--- config.mk ---
export PLATFORM = sky130hd
export DESIGN_NAME = mux_input_arbiter_flat
export DESIGN_NICKNAME = d
export VERILOG_FILES = /design/src/rtl/mux_input_arbiter_if.sv /design/src/rtl/mux_input_arbiter.sv /design/src/flat_wrapper.sv
export SDC_FILE = /design/constraint.sdc
export NUM_CORES = 1
export LEC_CHECK = 0
export CAP_MARGIN = 15
export CORE_MARGIN = 4
export CORE_UTILIZATION = 37
export DETAILED_ROUTE_END_ITERATION = 10
export PLACE_DENSITY_LB_ADDON = 0.15
export SLEW_MARGIN = 20
export SYNTH_ARGS = -nofsm -noshare
export SYNTH_HDL_FRONTEND = slang
export SYNTH_SLANG_ARGS = --single-unit
--- constraint.sdc ---
create_clock -name clk -period 1.1 [get_ports clk]
set_input_delay 0.275 -clock clk [delete_from_list [all_inputs] [get_ports clk]]
set_output_delay 0.275 -clock clk [all_outputs]
set_load 0.05 [all_outputs]
--- src/rtl/mux_input_arbiter_if.sv ---
// Channel-side and selector-side signals of mux_input_arbiter.
// The master modport is the environment; the slave modport is the arbiter.
interface mux_input_arbiter_if #(
  parameter int INPORTWIDTH    = 4,
  parameter int INPORTCNT      = 2,
  parameter int SELECTORLENGTH = 1
);
  logic [INPORTWIDTH*INPORTCNT-1:0] in_data;
  logic [INPORTCNT-1:0]             in_valid;
  logic [INPORTCNT-1:0]             in_ready;
  logic [INPORTWIDTH*INPORTCNT-1:0] inputPort;
  logic [SELECTORLENGTH-1:0]        selector;
  logic                             out_valid;
  logic                             out_ready;

  modport master (
    output in_data, in_valid, out_ready,
    input  in_ready, inputPort, selector, out_valid
  );

  modport slave (
    input  in_data, in_valid, out_ready,
    output in_ready, inputPort, selector, out_valid
  );
endinterface

--- src/rtl/mux_input_arbiter.sv ---
// One-word-per-channel buffer with a registered selector feeding the mux stage.
// Define MUX_ARB_FIXED_PRIORITY_EN for fixed priority; default is round robin.
//
// state | meaning
// IDLE  | nothing granted, out_valid low
// GRANT | selector holds a full channel, out_valid high until out_ready
module mux_input_arbiter #(
  parameter int INPORTWIDTH    = 4,
  parameter int INPORTCNT      = 2,
  parameter int SELECTORLENGTH = 1
) (
  input logic               clk,
  input logic               rst,
  mux_input_arbiter_if.slave bus
);
  localparam int SLOTS = 1 << SELECTORLENGTH;

  typedef enum logic {IDLE, GRANT} state_e;

  state_e                           state_q, state_d;
  logic [SELECTORLENGTH-1:0]        sel_q, sel_d;
  logic [INPORTCNT-1:0]             full_q, full_d;
  logic [INPORTCNT-1:0]             accept;
  logic [INPORTWIDTH*INPORTCNT-1:0] hold_q;
  logic [SELECTORLENGTH-1:0]        arb_last, idx, winner;
  logic [SLOTS-1:0]                 req_pad, drain_pad;
  logic                             found;
`ifndef MUX_ARB_FIXED_PRIORITY_EN
  logic [SELECTORLENGTH-1:0]        last_q, last_d;
`endif

  assign bus.in_ready  = ~full_q & {INPORTCNT{~rst}};
  assign bus.inputPort = hold_q;
  assign bus.selector  = sel_q;
  assign bus.out_valid = (state_q == GRANT);
  assign accept        = bus.in_valid & bus.in_ready;
  assign drain_pad     = SLOTS'(1) << sel_q;

  // Requests are padded to a power of two so the search index wraps for free;
  // unused slots are never set, so skipping them equals wrapping at INPORTCNT.
  always_comb begin
`ifdef MUX_ARB_FIXED_PRIORITY_EN
    arb_last = '1;
`else
    arb_last = (state_q == GRANT) ? sel_q : last_q;
`endif
    req_pad = SLOTS'(full_q);
    if (state_q == GRANT) req_pad = req_pad & ~drain_pad;
    found  = 1'b0;
    winner = '0;
    idx    = arb_last;
    for (int k = 0; k < SLOTS; k++) begin
      idx = idx + SELECTORLENGTH'(1);
      if (!found && req_pad[idx]) begin
        found  = 1'b1;
        winner = idx;
      end
    end
  end

  always_comb begin
    state_d = state_q;
    sel_d   = sel_q;
    full_d  = full_q | accept;
`ifndef MUX_ARB_FIXED_PRIORITY_EN
    last_d  = last_q;
`endif
    case (state_q)
      IDLE: begin
        if (found) begin
          sel_d   = winner;
          state_d = GRANT;
        end
      end
      GRANT: begin
        if (bus.out_ready) begin
          full_d = full_d & ~drain_pad[INPORTCNT-1:0];
`ifndef MUX_ARB_FIXED_PRIORITY_EN
          last_d = sel_q;
`endif
          if (found) sel_d = winner;
          else       state_d = IDLE;
        end
      end
    endcase
  end

  always_ff @(posedge clk) begin
    if (rst) begin
      state_q <= IDLE;
      sel_q   <= '0;
      full_q  <= '0;
      hold_q  <= '0;
`ifndef MUX_ARB_FIXED_PRIORITY_EN
      last_q  <= SELECTORLENGTH'(INPORTCNT - 1);
`endif
    end else begin
      state_q <= state_d;
      sel_q   <= sel_d;
      full_q  <= full_d;
`ifndef MUX_ARB_FIXED_PRIORITY_EN
      last_q  <= last_d;
`endif
      for (int i = 0; i < INPORTCNT; i++) begin
        if (accept[i]) hold_q[i*INPORTWIDTH +: INPORTWIDTH] <= bus.in_data[i*INPORTWIDTH +: INPORTWIDTH];
      end
    end
  end
endmodule

--- src/flat_wrapper.sv ---
// flat-port wrapper written by rule: the top's interface ports become plain ports
module mux_input_arbiter_flat 
#(
  parameter int INPORTWIDTH    = 4,
  parameter int INPORTCNT      = 2,
  parameter int SELECTORLENGTH = 1
)
  (clk, rst, bus_in_data, bus_in_valid, bus_out_ready, bus_in_ready, bus_inputPort, bus_selector, bus_out_valid);
  mux_input_arbiter_if #(.INPORTWIDTH(INPORTWIDTH), .INPORTCNT(INPORTCNT), .SELECTORLENGTH(SELECTORLENGTH)) bus_i ();
  input logic clk;
  input logic rst;
  input wire logic [$bits(bus_i.in_data)-1:0] bus_in_data;
  input wire logic [$bits(bus_i.in_valid)-1:0] bus_in_valid;
  input wire logic [$bits(bus_i.out_ready)-1:0] bus_out_ready;
  output wire logic [$bits(bus_i.in_ready)-1:0] bus_in_ready;
  output wire logic [$bits(bus_i.inputPort)-1:0] bus_inputPort;
  output wire logic [$bits(bus_i.selector)-1:0] bus_selector;
  output wire logic [$bits(bus_i.out_valid)-1:0] bus_out_valid;
  assign bus_i.in_data = bus_in_data;
  assign bus_i.in_valid = bus_in_valid;
  assign bus_i.out_ready = bus_out_ready;
  assign bus_in_ready = bus_i.in_ready;
  assign bus_inputPort = bus_i.inputPort;
  assign bus_selector = bus_i.selector;
  assign bus_out_valid = bus_i.out_valid;
  mux_input_arbiter #(.INPORTWIDTH(INPORTWIDTH), .INPORTCNT(INPORTCNT), .SELECTORLENGTH(SELECTORLENGTH)) u_core (.clk(clk), .rst(rst), .bus(bus_i));
endmodule
**Yosys cells after proc, flatten, opt, wreduce, memory -nomap -nowiden**

Index checks and enable logic that the tools add are counted.

- $add $sub $neg: 2
- Multiply operators: 0
- Divide/modulo/power cells: 0
- Order comparisons: 2
- Eq/ne operators: 1
- Shift operators: 1
- Muxes and demuxes: 18
- Bitwise logic cells: 9
- Reduce and logical (&&, ||, !) cells: 3

Operator list:

| cell | number |
|---|---|
| 1-bit two-way mux | 13 |
| 2-bit bitwise AND | 4 |
| 2-bit two-way mux | 3 |
| 1-bit by 2-bit less-than comparator with 1-bit output (second input constant) | 2 |
| 2-bit inverter | 2 |
| 1-bit one-hot mux with 2 select lines | 2 |
| 1-bit adder (second input constant) | 2 |
| 2-bit inequality test (second input constant) | 1 |
| 1-bit inverter | 2 |
| 2-bit bitwise OR | 1 |
| 2-bit AND reduction | 1 |
| 1-bit by 1-bit left shift with 2-bit output (first input constant) | 1 |
| 1-bit logical AND | 1 |
| 1-bit zero test | 1 |

- Flip-flop bits (word level): 13
- Bits in latches: 0
- Bits in writable memories: 0
- Bits in read-only memories: 0
- Input port bits: 13
- Word-level logic and storage cells: 42
- Memories kept: 0

**Depth between registers and ports, before layout**

- Word-level depth: 13
- Gate-level depth with buffers: 4
- Mapped depth without buffers: 3

**Worst setup path before layout**

OpenSTA, ideal clock, no wires.

- Path kind: input to output
- From: input rst
- To: output bus_in_ready[0]
- Data arrival time: 1.094 ns
- Data required time: 0.825 ns
- Path slack: -0.269 ns
- Stages on the path: 2
- Path buffers: 1
- Path through: buf_2 > nor2_1

- Word-level cells in the longest chain between the ends: 2

Ends and longest elaborated chain:

| item | line | source |
|---|---|---|
| start, declared | flat_wrapper.sv:11 | `input logic rst;` |
| 1-bit inverter | mux_input_arbiter.sv:32 | `assign bus.in_ready = ~full_q & {INPORTCNT{~rst}};` |
| 2-bit bitwise AND | mux_input_arbiter.sv:32 |  |
| end, declared | flat_wrapper.sv:15 | `output wire logic [$bits(bus_i.in_ready)-1:0] bus_in_ready;` |

No other way between the ends.

**Final worst setup path**

- From: register u_core.full_q[1]
- To: output bus_in_ready[1]

- Word-level cells in the longest chain between the ends: 2

Ends and longest elaborated chain:

| item | line | source |
|---|---|---|
| start, declared | mux_input_arbiter.sv:22 | `logic [INPORTCNT-1:0] full_q, full_d;` |
| start signal, assigned | mux_input_arbiter.sv:100 | `full_q <= full_d;` |
| 2-bit inverter | mux_input_arbiter.sv:32 |  |
| 2-bit bitwise AND | mux_input_arbiter.sv:32 |  |

No other way between the ends.

==> impl_metrics.toml <==
[floorplanning]
dieArea_sq_mm = 0.00206
initial_core_util = 0.393
pin_count = 25
dieHeight_microns = 45.4
die_width_microns = 45.4
coreArea_sq_mm = 0.00132
rows = 13

[final_layout]
nNetsFinal = 105
n_fill_cell = 94
fin_cells = 106
antenna_cells = 0
drive_gt1_frac = 0.363
final_cell_mix = "buf_12 (12), nor2_1 (11), clkdlybuf4s50_1 (9), dfxtp_1 (9)"
area_growth_pct = 96.1
final_common_cell = "buf_12"

[drt]
drc = 0
dr.first_iter.drc_count = 5
antenna_left = 0
via_per_inst = 5.09
drt_first_pass_iters = 5
routedWlPerCell_microns = 12.1
via_count = 540
wl_mm = 1.29

[global_route]
grt_pass1_wl_mm = 1.86
track_usage = 0.121
grt_pass1_vias = 432
antenna_found_initial = 0
grt_start_max_net_pins = 10
overflow = 0

[yosys]
ys_types = 19
synthesis.nets = 68
ys_ff_latch = 13
synth_seq_area_share = 0.502
yosysWarnings = 0
synthesis.area_sq_um = 518
netlist_instances = 55
syn_area_per_cell_sq_um = 9.42
post-synth-top-area-cell = "dfxtp_1"
ys_top_cells_by_area = "dfxtp_1 (50%), mux2i_1 (15%), nor2_1 (9.4%), a211oi_1 (2.9%), nor2b_1 (2.4%)"
synth_top_area_frac = 0.502

[sta]
max_slew_margin = 0.845
fmax_mhz = 871
drv_slew = 0
worst_slew_pin_slew_ns = 0.229
fin_hold_ws_ns = 0.392
fin_crit_ns = 1.15
hold_violations = 0
fin_crit_sh = 1.04
setup_viol = 3
finClkSkew_ns = 0.00654
timing.final.ws_setup_ns = -0.0475
rsz0062_at_grt = "true"

[critical_path]
rrSetupSlack_ns = 0
path_class = "reg2out"
critPathLaunchType = "flop"
worstPathArrival_ns = 0.87
rr_startpoint = "u_core.full_q[0]$_SDFF_PP0_"
crit_path_end_kind = "primary output"
r2r-end = "u_core.bus.selector$_SDFFE_PP0P_"
cp.required_ns = 0.82
reg2reg_depth = 5
worstPathMaxFanout = 2

[placement]
port_buffers = 24
hpwl_microns = 925
dp_slack_ns = -0.294
numPlacedInstances = 97
gp_congestion = 0.762

[clock_network]
ctsHoldBuffers = 0
tritoncts = "done"
clk_latency_ns = 0.27
root_buffer = "clkbuf_4"
cts_sinks = 13
clockBufferDepth = 2
clkTransAtPathRegs_ns = 0.08
htreeDepth = 1
cts_inserted_buffers = 3

[outcome]
violations = "setup timing"
status = "finished with violations"

[hold_path]
min_path_cells = 3
hp-class = "in2reg"
min_to = "u_core.bus.inputPort[1]$_SDFFE_PP0P_"
min_from = "rst"

[power_and_ir_drop]
power_leakage_nw = 0.426
ir_drop_uv = 805
power_density_mw_per_mm2 = 1270

[run]
drv_cap = 0
-- stage by stage --
step                TNS (ns)  utilization  power [mW]  cell area, sq um
floorplan             -0.103            -       0.753               526
global placement       -3.47        0.705       0.970               928
detailed placement     -3.61        0.705       0.976               928
CTS                   -0.112        0.748        1.27               986
global route          -0.439        0.771        1.34              1020
finish               -0.0927        0.771        1.29              1020
-- flip-flops by register name, indices dropped and copies added, names as in the netlist --
name	flops
u_core.full_q	2
u_core.bus.inputPort	8
u_core.last_q	1
u_core.bus.out_valid	1
u_core.bus.selector	1
-- worst max-delay path: stages, from the launching register on --
cell and delay (ns):
dfxtp_4 0.36, nor2_4 0.10, buf_12 0.14
-- cell families (layout without fill, tap and decap cells) --
logic type,count (synthesis),count (layout),synth area share
AOI/OAI and AO/OA,7,7,0.0918
buffers and inverters,4,40,0.0483
DFF,13,13,0.502
muxes,8,8,0.155
and+or+nand+nor,23,23,0.203
-- area by class of cell --
type / count / area, sq um / share of cell area
Inverter: 1 / 3.75 / 0.00369
Timing Repair Buffer: 35 / 447 / 0.440
Tap cell: 15 / 18.8 / 0.0185
Clock buffer: 4 / 26.3 / 0.0259
Sequential cell: 13 / 273 / 0.268
Multi-Input combinational cell: 38 / 248 / 0.244
-- where the power goes --
group	internal (mW)	leakage, nW	switching (mW)
Clock	0.140	0.0150	0.144
Sequential	0.508	0.109	0.0422
Combinational	0.242	0.301	0.209
-- layer usage --
layer / vias to the layer above / GRT usage / share of wire / wire length (microns)
met1: 256 / 0.156 / 0.43 / 558
met5: - / 0 / 0 / 0
met4: 0 / 0.0351 / 0 / 0
li1: 264 / - / - / -
met2: 20 / 0.195 / 0.49 / 630
met3: 0 / 0.0316 / 0.075 / 97
-- Yosys cell counts --
cell type	number
a22oi_1	1
a311oi_1	1
nor2_1	13
a211oi_1	2
nand3b_1	1
mux2i_1	8
buf_6	1
nand2_1	2
nand2b_1	1
nor2b_1	2
nand3_1	2
o22ai_1	1
inv_1	1
dfxtp_1	13
o21ai_0	1
a21oi_1	1
nor3_1	1
nor3b_1	1
buf_2	2
-- repair_timing --
action	in CTS	in global routing
buffers inserted	2	3
endpoints found under the setup margin	8	13
gates resized for setup	10	5
gates cloned	0	0
pin swaps	2	6
-- how the worst max path moves through the flow --
stage / start / to / depth (start not counted)
final: u_core.full_q[1]$_SDFF_PP0_ / bus_in_ready[1] / 2
after detailed placement: bus_in_valid[1] / u_core.bus.inputPort[4]$_SDFFE_PP0P_ / 5
after global placement: bus_in_valid[0] / u_core.bus.inputPort[2]$_SDFFE_PP0P_ / 5
after floorplan: rst / bus_in_ready[0] / 2
after global routing: u_core.full_q[0]$_SDFF_PP0_ / u_core.bus.selector$_SDFFE_PP0P_ / 5
after CTS: u_core.full_q[1]$_SDFF_PP0_ / bus_in_ready[1] / 2
Note: power is estimated with default switching activity, not from simulation.
